`src/rtl/imem_port_arbiter.sv`:
```
// imem_port_arbiter: shares the single instruction-memory port between the
// fetch unit (read-only) and the loader/debug port (read/write). Round-robin
// grant, one registered response slot per requester, address-checked accesses.
module imem_port_arbiter #(
  parameter int ADDRWIDTH = 32,
  parameter int DATAWIDTH = 32,
  parameter int MEM_DEPTH = 32
) (
  input  logic                 clk,
  input  logic                 rst_n,
  input  logic                 f_req_valid,
  output logic                 f_req_ready,
  input  logic [ADDRWIDTH-1:0] f_req_addr,
  output logic                 f_rsp_valid,
  input  logic                 f_rsp_ready,
  output logic [DATAWIDTH-1:0] f_rsp_data,
  output logic                 f_rsp_err,
  input  logic                 l_req_valid,
  output logic                 l_req_ready,
  input  logic [ADDRWIDTH-1:0] l_req_addr,
  input  logic                 l_req_we,
  input  logic [DATAWIDTH-1:0] l_req_wdata,
  output logic                 l_rsp_valid,
  input  logic                 l_rsp_ready,
  output logic [DATAWIDTH-1:0] l_rsp_data,
  output logic                 l_rsp_err,
  output logic [ADDRWIDTH-1:0] mem_address,
  output logic                 mem_read_write,
  output logic [DATAWIDTH-1:0] mem_data_in,
  input  logic [DATAWIDTH-1:0] mem_data_out
);

  typedef enum logic {EMPTY = 1'b0, FULL = 1'b1} rsp_state_e;

  // Highest byte address at which a whole word still fits in memory.
  localparam logic [ADDRWIDTH-1:0] LAST_WORD = ADDRWIDTH'(MEM_DEPTH - 4);

  rsp_state_e             f_state_q, f_state_d, l_state_q, l_state_d;
  logic [DATAWIDTH-1:0]   f_data_q, f_data_d, l_data_q, l_data_d;
  logic                   f_err_q, f_err_d, l_err_q, l_err_d;
  logic                   last_l_q, last_l_d;  // 1 = loader granted most recently

  logic                   f_elig, l_elig, gnt_f, gnt_l, any_gnt, addr_err;
  logic [ADDRWIDTH-1:0]   sel_addr;
  logic [DATAWIDTH-1:0]   rd_word;

  // Eligibility, round-robin grant, address check and memory port drive.
  // Grants are suppressed while reset is asserted so no write can slip out.
  always_comb begin
    f_elig   = f_req_valid && (f_state_q == EMPTY || f_rsp_ready);
    l_elig   = l_req_valid && (l_state_q == EMPTY || l_rsp_ready);
    gnt_f    = rst_n && f_elig && (!l_elig || last_l_q);
    gnt_l    = rst_n && l_elig && (!f_elig || !last_l_q);
    any_gnt  = gnt_f || gnt_l;
    sel_addr = gnt_l ? l_req_addr : f_req_addr;
    addr_err = (sel_addr[1:0] != 2'b00) || (sel_addr > LAST_WORD);
    mem_address    = (any_gnt && !addr_err) ? sel_addr : '0;
    mem_read_write = gnt_l && !addr_err && l_req_we;
    mem_data_in    = (any_gnt && !addr_err) ? l_req_wdata : '0;
    // Writes and rejected accesses return zero data.
    rd_word  = (addr_err || (gnt_l && l_req_we)) ? '0 : mem_data_out;
    f_req_ready = gnt_f;
    l_req_ready = gnt_l;
  end

  // Next state of both response slots and the last-grant pointer.
  always_comb begin
    f_state_d = f_state_q;
    l_state_d = l_state_q;
    case (f_state_q)
      EMPTY:   if (gnt_f) f_state_d = FULL;
      default: if (f_rsp_ready && !gnt_f) f_state_d = EMPTY;
    endcase
    case (l_state_q)
      EMPTY:   if (gnt_l) l_state_d = FULL;
      default: if (l_rsp_ready && !gnt_l) l_state_d = EMPTY;
    endcase
    f_data_d = gnt_f ? rd_word  : f_data_q;
    f_err_d  = gnt_f ? addr_err : f_err_q;
    l_data_d = gnt_l ? rd_word  : l_data_q;
    l_err_d  = gnt_l ? addr_err : l_err_q;
    last_l_d = gnt_l ? 1'b1 : (gnt_f ? 1'b0 : last_l_q);
  end

  // State register; reset empties both slots and points last grant at loader.
  always_ff @(posedge clk) begin
    if (!rst_n) begin
      f_state_q <= EMPTY;
      l_state_q <= EMPTY;
      f_data_q  <= '0;
      l_data_q  <= '0;
      f_err_q   <= 1'b0;
      l_err_q   <= 1'b0;
      last_l_q  <= 1'b1;
    end else begin
      f_state_q <= f_state_d;
      l_state_q <= l_state_d;
      f_data_q  <= f_data_d;
      l_data_q  <= l_data_d;
      f_err_q   <= f_err_d;
      l_err_q   <= l_err_d;
      last_l_q  <= last_l_d;
    end
  end

  // Response outputs come straight from registers.
  always_comb begin
    f_rsp_valid = (f_state_q == FULL);
    l_rsp_valid = (l_state_q == FULL);
    f_rsp_data  = f_data_q;
    f_rsp_err   = f_err_q;
    l_rsp_data  = l_data_q;
    l_rsp_err   = l_err_q;
  end

endmodule

```
`config.mk`:
```
export PLATFORM = sky130hd
export DESIGN_NAME = imem_port_arbiter
export DESIGN_NICKNAME = d
export VERILOG_FILES = /design/src/rtl/imem_port_arbiter.sv
export SDC_FILE = /design/constraint.sdc
export NUM_CORES = 1
export LEC_CHECK = 0
export BUFFER_PORTS_ARGS = -buffer_cell sky130_fd_sc_hd__buf_4
export CAP_MARGIN = 20
export CORE_AREA = 2 2 105 107
export CTS_CLUSTER_SIZE = 25
export DETAILED_ROUTE_END_ITERATION = 10
export DIE_AREA = 0 0 107 109
export PLACE_DENSITY_LB_ADDON = 0.1
export SYNTH_ARGS = -nofsm -noshare
export SYNTH_HDL_FRONTEND = slang
export SYNTH_SLANG_ARGS = --single-unit
```
`constraint.sdc`:
```
create_clock -name clk -period 2 [get_ports clk]
set_input_delay 0.3 -clock clk [delete_from_list [all_inputs] [get_ports clk]]
set_output_delay 0.3 -clock clk [all_outputs]
set_load 0.005 [all_outputs]
```
# Yosys cells after proc, flatten, opt, wreduce, memory -nomap -nowiden

Cells that the tools add are included.

Bitwise operators: 3
Reduce and logical (&&, ||, !) cells: 27
$lt $le $gt $ge: 1
Mux-type cells: 10

Operators by type and width:

| cell                | number |
|---|---|
| $mux 32             | 4 |
| $gt 32x5->1 const B | 1 |
| $logic_and 1x1->1   | 12 |
| $logic_or 1x1->1    | 7 |
| $logic_not 1->1     | 6 |
| $mux 1              | 6 |
| $not 1->1           | 3 |
| $reduce_bool 2->1   | 1 |
| $reduce_or 2->1     | 1 |

Logic and storage cells: 48
Bits of input ports: 135
Register bits: 69
Output and inout bits: 135

# Depth between registers and ports, before layout

Depth in word-level cells: 12
Gate-level depth with buffers: 6
Gate-level depth less buffers: 4

# Worst setup path after synthesis

No wires, ideal clock.

Kind: reg-to-output
From: register f_state_q, in the netlist f_rsp_valid
To: output mem_data_in[22]
Arrival time: 1.445 ns
Path buffers: 2
Path slack: 0.255 ns
Required time: 1.700 ns
Cell stages (with the launch flop): 7
Cells stage by stage: dfxtp_1 > nand2b_4 > a311oi_4 > nand4_2 > buf_4 > buf_6 > a21boi_1

Longest elaborated chain between the ends: 12
Elaborated cells between the ends (all ways): 16
Those cells by class: order compare: 1; mux: 2; bitwise: 1; reduce/logical: 12

RTL lines:

| element                                                 | line | text |
|---|---|---|
| start: declaration                                      | 38   | `rsp_state_e f_state_q, f_state_d, l_state_q, l_state_d;` |
| start signal: assignment                                | 96   | `f_state_q <= f_state_d;` |
| $not 1->1 *                                             | n/a  |  |
| $logic_or 1x1->1 *                                      | 50   | `f_elig = f_req_valid && (f_state_q == EMPTY \|\| f_rsp_ready);` |
| $logic_and 1x1->1 *                                     | 50   |  |
| $logic_not 1->1                                         | 53   | `gnt_l = rst_n && l_elig && (!f_elig \|\| !last_l_q);` |
| $logic_or 1x1->1                                        | 53   |  |
| $logic_and 1x1->1                                       | 53   |  |
| $mux 32                                                 | 55   | `sel_addr = gnt_l ? l_req_addr : f_req_addr;` |
| $gt 32x5->1 / $reduce_bool 2->1 (equally long branches) | 56   | `addr_err = (sel_addr[1:0] != 2'b00) \|\| (sel_addr > LAST_WORD);` |
| $logic_or 1x1->1                                        | 56   |  |
| $logic_not 1->1                                         | 59   | `mem_data_in = (any_gnt && !addr_err) ? l_req_wdata : '0;` |
| $logic_and 1x1->1 *                                     | 59   |  |
| $mux 32 *                                               | 59   |  |
| end: declaration                                        | 29   | `output logic [DATAWIDTH-1:0] mem_data_in,` |

Mark *: on every way between the ends. The rest lies on a longest branch, timed or not.

# Final worst setup path

From: register l_state_q, in the netlist l_rsp_valid
To: output mem_data_in[25]

Longest elaborated chain between the ends: 11
Elaborated cells between the ends (all ways): 16
Those cells by class: order compare: 1; mux: 2; bitwise: 1; reduce/logical: 12

RTL lines:

| element                                                 | line | text |
|---|---|---|
| start: declaration                                      | 38   |  |
| start signal: assignment                                | 97   | `l_state_q <= l_state_d;` |
| $not 1->1 *                                             | n/a  |  |
| $logic_or 1x1->1 *                                      | 51   | `l_elig = l_req_valid && (l_state_q == EMPTY \|\| l_rsp_ready);` |
| $logic_and 1x1->1 *                                     | 51   |  |
| $logic_and 1x1->1 (2 in series)                         | 53   |  |
| $mux 32                                                 | 55   |  |
| $gt 32x5->1 / $reduce_bool 2->1 (equally long branches) | 56   |  |
| $logic_or 1x1->1                                        | 56   |  |
| $logic_not 1->1                                         | 59   |  |
| $logic_and 1x1->1 *                                     | 59   |  |
| $mux 32 *                                               | 59   |  |

Marks and branches as above.

==> flow_summary.ini <==
[setup_path]
end_kind = output port
crit_path_start_kind = register
critPathMaxFanout = 9
crit_start = l_rsp_valid
worstSetupPathType = reg -> out
cp.arrival_ps = 2020
required_ps = 1700
reg2reg_from = l_rsp_valid

[power]
p_seq_share_pct = 42.4
p_leak_uw = 0.002770
pwr-share-clk_pct = 43.1
combPwrFrac_pct = 14.5
vdd_drop_max_mv = 0.3088
swShare_pct = 22.75
power_switching_uw = 743.7
p_int_uw = 2525
p_per_area_nw_per_um2 = 561.0

[final_layout]
final_nets = 741
drive_above_1_share_pct = 55.81
n_fill_cell = 976
synthToLayoutAreaGrowth_pct = 83.06
n_antenna_cell = 0
fin_cells = 751

[die]
die_w_microns = 107
io_pins = 270
initial_core_util_pct = 30.02
row_count = 38
die_h_microns = 109
die_area_sq_um = 11660
coreArea_sq_um = 10600

[place]
gp_congestion = 0.8292
preCtsSetupSlack_ps = -109.6
place_inst = 715
portBuffers = 240
place_hpwl_microns = 8654

[yosys]
yosysUniqueCellTypes = 38
ys_ff_latch = 69
yosysSeqAreaShare_pct = 43.40
netlist_area_sq_um = 3183
yosys_warnings = 0
avgSynthCellArea_sq_um = 9.280
syn_inst = 343

[drt]
ant_nets = 0
drtIter0Drc = 97
vias = 3540
drt_wl_total_microns = 12180
drc = 0
viasPerCell = 4.714
dr.pass1.iters = 4
drt-wirelength-per-cell_microns = 16.22

[global_route]
grt_max_degree = 33
grt_overflow_total = 0
grt_pass1_vias = 3504
grt_pass1_wl_microns = 17750
grtUsageTotal_pct = 19.59
antenna_found_initial = 0

[sta]
clock_skew_ps = 12.07
min_period_ps = 2320
final_max_slew_viol_count = 0
fmax_ghz = 0.4311
period_share_pct = 116.0
timing.setup.tns_ps = -9693
rsz0062_at_grt = yes
final-setup-viol-count = 38
setup_ws_ps = -319.8
hold_viol_final = 0

[clock_tree]
clock-sinks = 69
insertion_delay_ps = 340
cts_inserted_buffers = 9
htree_levels = 3
ctsHoldBuffers = 0
root_buffer = clkbuf_8
clock_path_buffers = 2
clkSlewWorstSetupHoldPaths_ps = 80
cts_tree = done

[outcome]
violations = negative setup slack
status = complete, but fails checks

[flow_run]
cap_violations = 0

[hold_path]
hp-start = mem_data_out[20]
worstHoldPathType = in -> reg
metrics by stage:
stage | total power (uW) | utilization (%) | hold slack [ps] | cell area, sq um
floorplan | 1592 | - | 432.6 | 3288
global placement | 1837 | 47.89 | 457.7 | 5077
detailed placement | 1842 | 47.89 | 458.4 | 5077
CTS | 3284 | 53.78 | 163.2 | 5702
global route | 3398 | 54.96 | 160.6 | 5827
finish | 3269 | 54.96 | 176.8 | 5827
flip-flops by register name, summed over array words and instances, names as in the netlist:
register / cells
f_rsp_data: 32
l_rsp_data: 32
f_rsp_err: 1
f_rsp_valid: 1
l_rsp_err: 1
l_rsp_valid: 1
last_l_q: 1
area by class of cell:
cell class                      count  area, sq um  area share (%)
Tap cell                          140        175.2           3.006
Sequential cell                    69         1384           23.75
Timing Repair Buffer              280         2349           40.30
Inverter                            4        15.01          0.2577
Multi-Input combinational cell    242         1657           28.43
Clock buffer                       11        141.4           2.426
Clock inverter                      5        106.4           1.825
cell usage in the layout, fill, tap and decap left out, types with 5 or more instances in the layout:
cell	instances
dfxtp_1	67
o21ai_0	12
buf_4	262
nand2_1	33
nand3_1	33
a22o_1	30
nor4_1	8
a21boi_2	18
clkbuf_8	10
o21ai_1	21
buf_12	5
a21boi_1	10
buf_6	5
conb_1	29
what timing repair did:
action,4_1_cts,5_1_grt
endpoints found under the hold margin,0,0
buffers inserted,8,5
cloned,6,3
pin swaps,7,8
resized for setup,56,25
endpoints found under the setup margin,37,61
critical path, cell delays in order (launching register included):
cell and delay (ps):
dfxtp_2 320, nor2b_4 120, buf_6 110, a311oi_4 280, nand4_4 210, bufbuf_16 330, a21boi_1 170, buf_4 140
path summary, 6_finish.rpt:
path	end	slack, ps	cells past startpoint
max	mem_data_in[25]	-320	7
min	f_rsp_data[20]	180	2
max reg2reg	l_rsp_data[30]	90	9
min reg2reg	l_rsp_data[12]	460	2
power by group through the flow:
stage | registers, uW | logic (uW) | clock network [uW]
floorplan | 1420 | 170 | 0
global placement | 1420 | 418 | 0
detailed placement | 1420 | 423 | 0
CTS | 1390 | 463 | 1430
global route | 1390 | 512 | 1500
finish | 1390 | 473 | 1410
Yosys cell counts:
master / n / area, sq um
a21boi_0: 13 / 97.59
o211ai_1: 1 / 7.510
buf_6: 5 / 56.30
and4_1: 3 / 26.28
a22o_1: 30 / 262.8
nand4_2: 2 / 25.02
buf_4: 30 / 225.2
o311ai_2: 1 / 16.27
nor2_1: 6 / 22.52
nand2b_4: 1 / 13.76
a22oi_1: 3 / 22.52
nand4_1: 2 / 12.51
buf_1: 5 / 18.77
nand2_1: 33 / 123.9
inv_1: 3 / 11.26
nand3_1: 33 / 165.2
o311a_1: 1 / 10.01
a21oi_1: 3 / 15.01
and3_1: 1 / 6.260
a21boi_1: 18 / 135.1
nor4_4: 4 / 85.08
nor4_1: 9 / 56.30
dfxtp_1: 69 / 1381
or2b_1: 1 / 7.510
and4_2: 1 / 10.01
nor2b_2: 1 / 8.760
a311oi_4: 1 / 26.28
a311o_1: 1 / 10.01
a211oi_1: 4 / 30.03
a31o_2: 1 / 8.760
inv_2: 1 / 3.750
conb_1: 1 / 3.750
a21boi_2: 1 / 11.26
a22o_2: 2 / 20.02
nor3_1: 2 / 10.01
buf_2: 5 / 25.02
o21ai_0: 34 / 170.2
clkbuf_1: 11 / 41.29
layer usage:
layer | vias to the layer above | wire [microns] | global-route usage, %
met2 | 148 | 6502 | 36.67
met4 | 0 | 177 | 6.030
met5 | - | 0 | 0
li1 | 1721 | - | -
met1 | 1655 | 4621 | 21.62
met3 | 16 | 878 | 5.200
logic make-up after synthesis:
logic type,synth area share [%]
compound gates,26.49
simple gates,18.00
flops,43.40
buf+inv,11.99
other cells,0.1178
(Power assumes the default switching activity.)
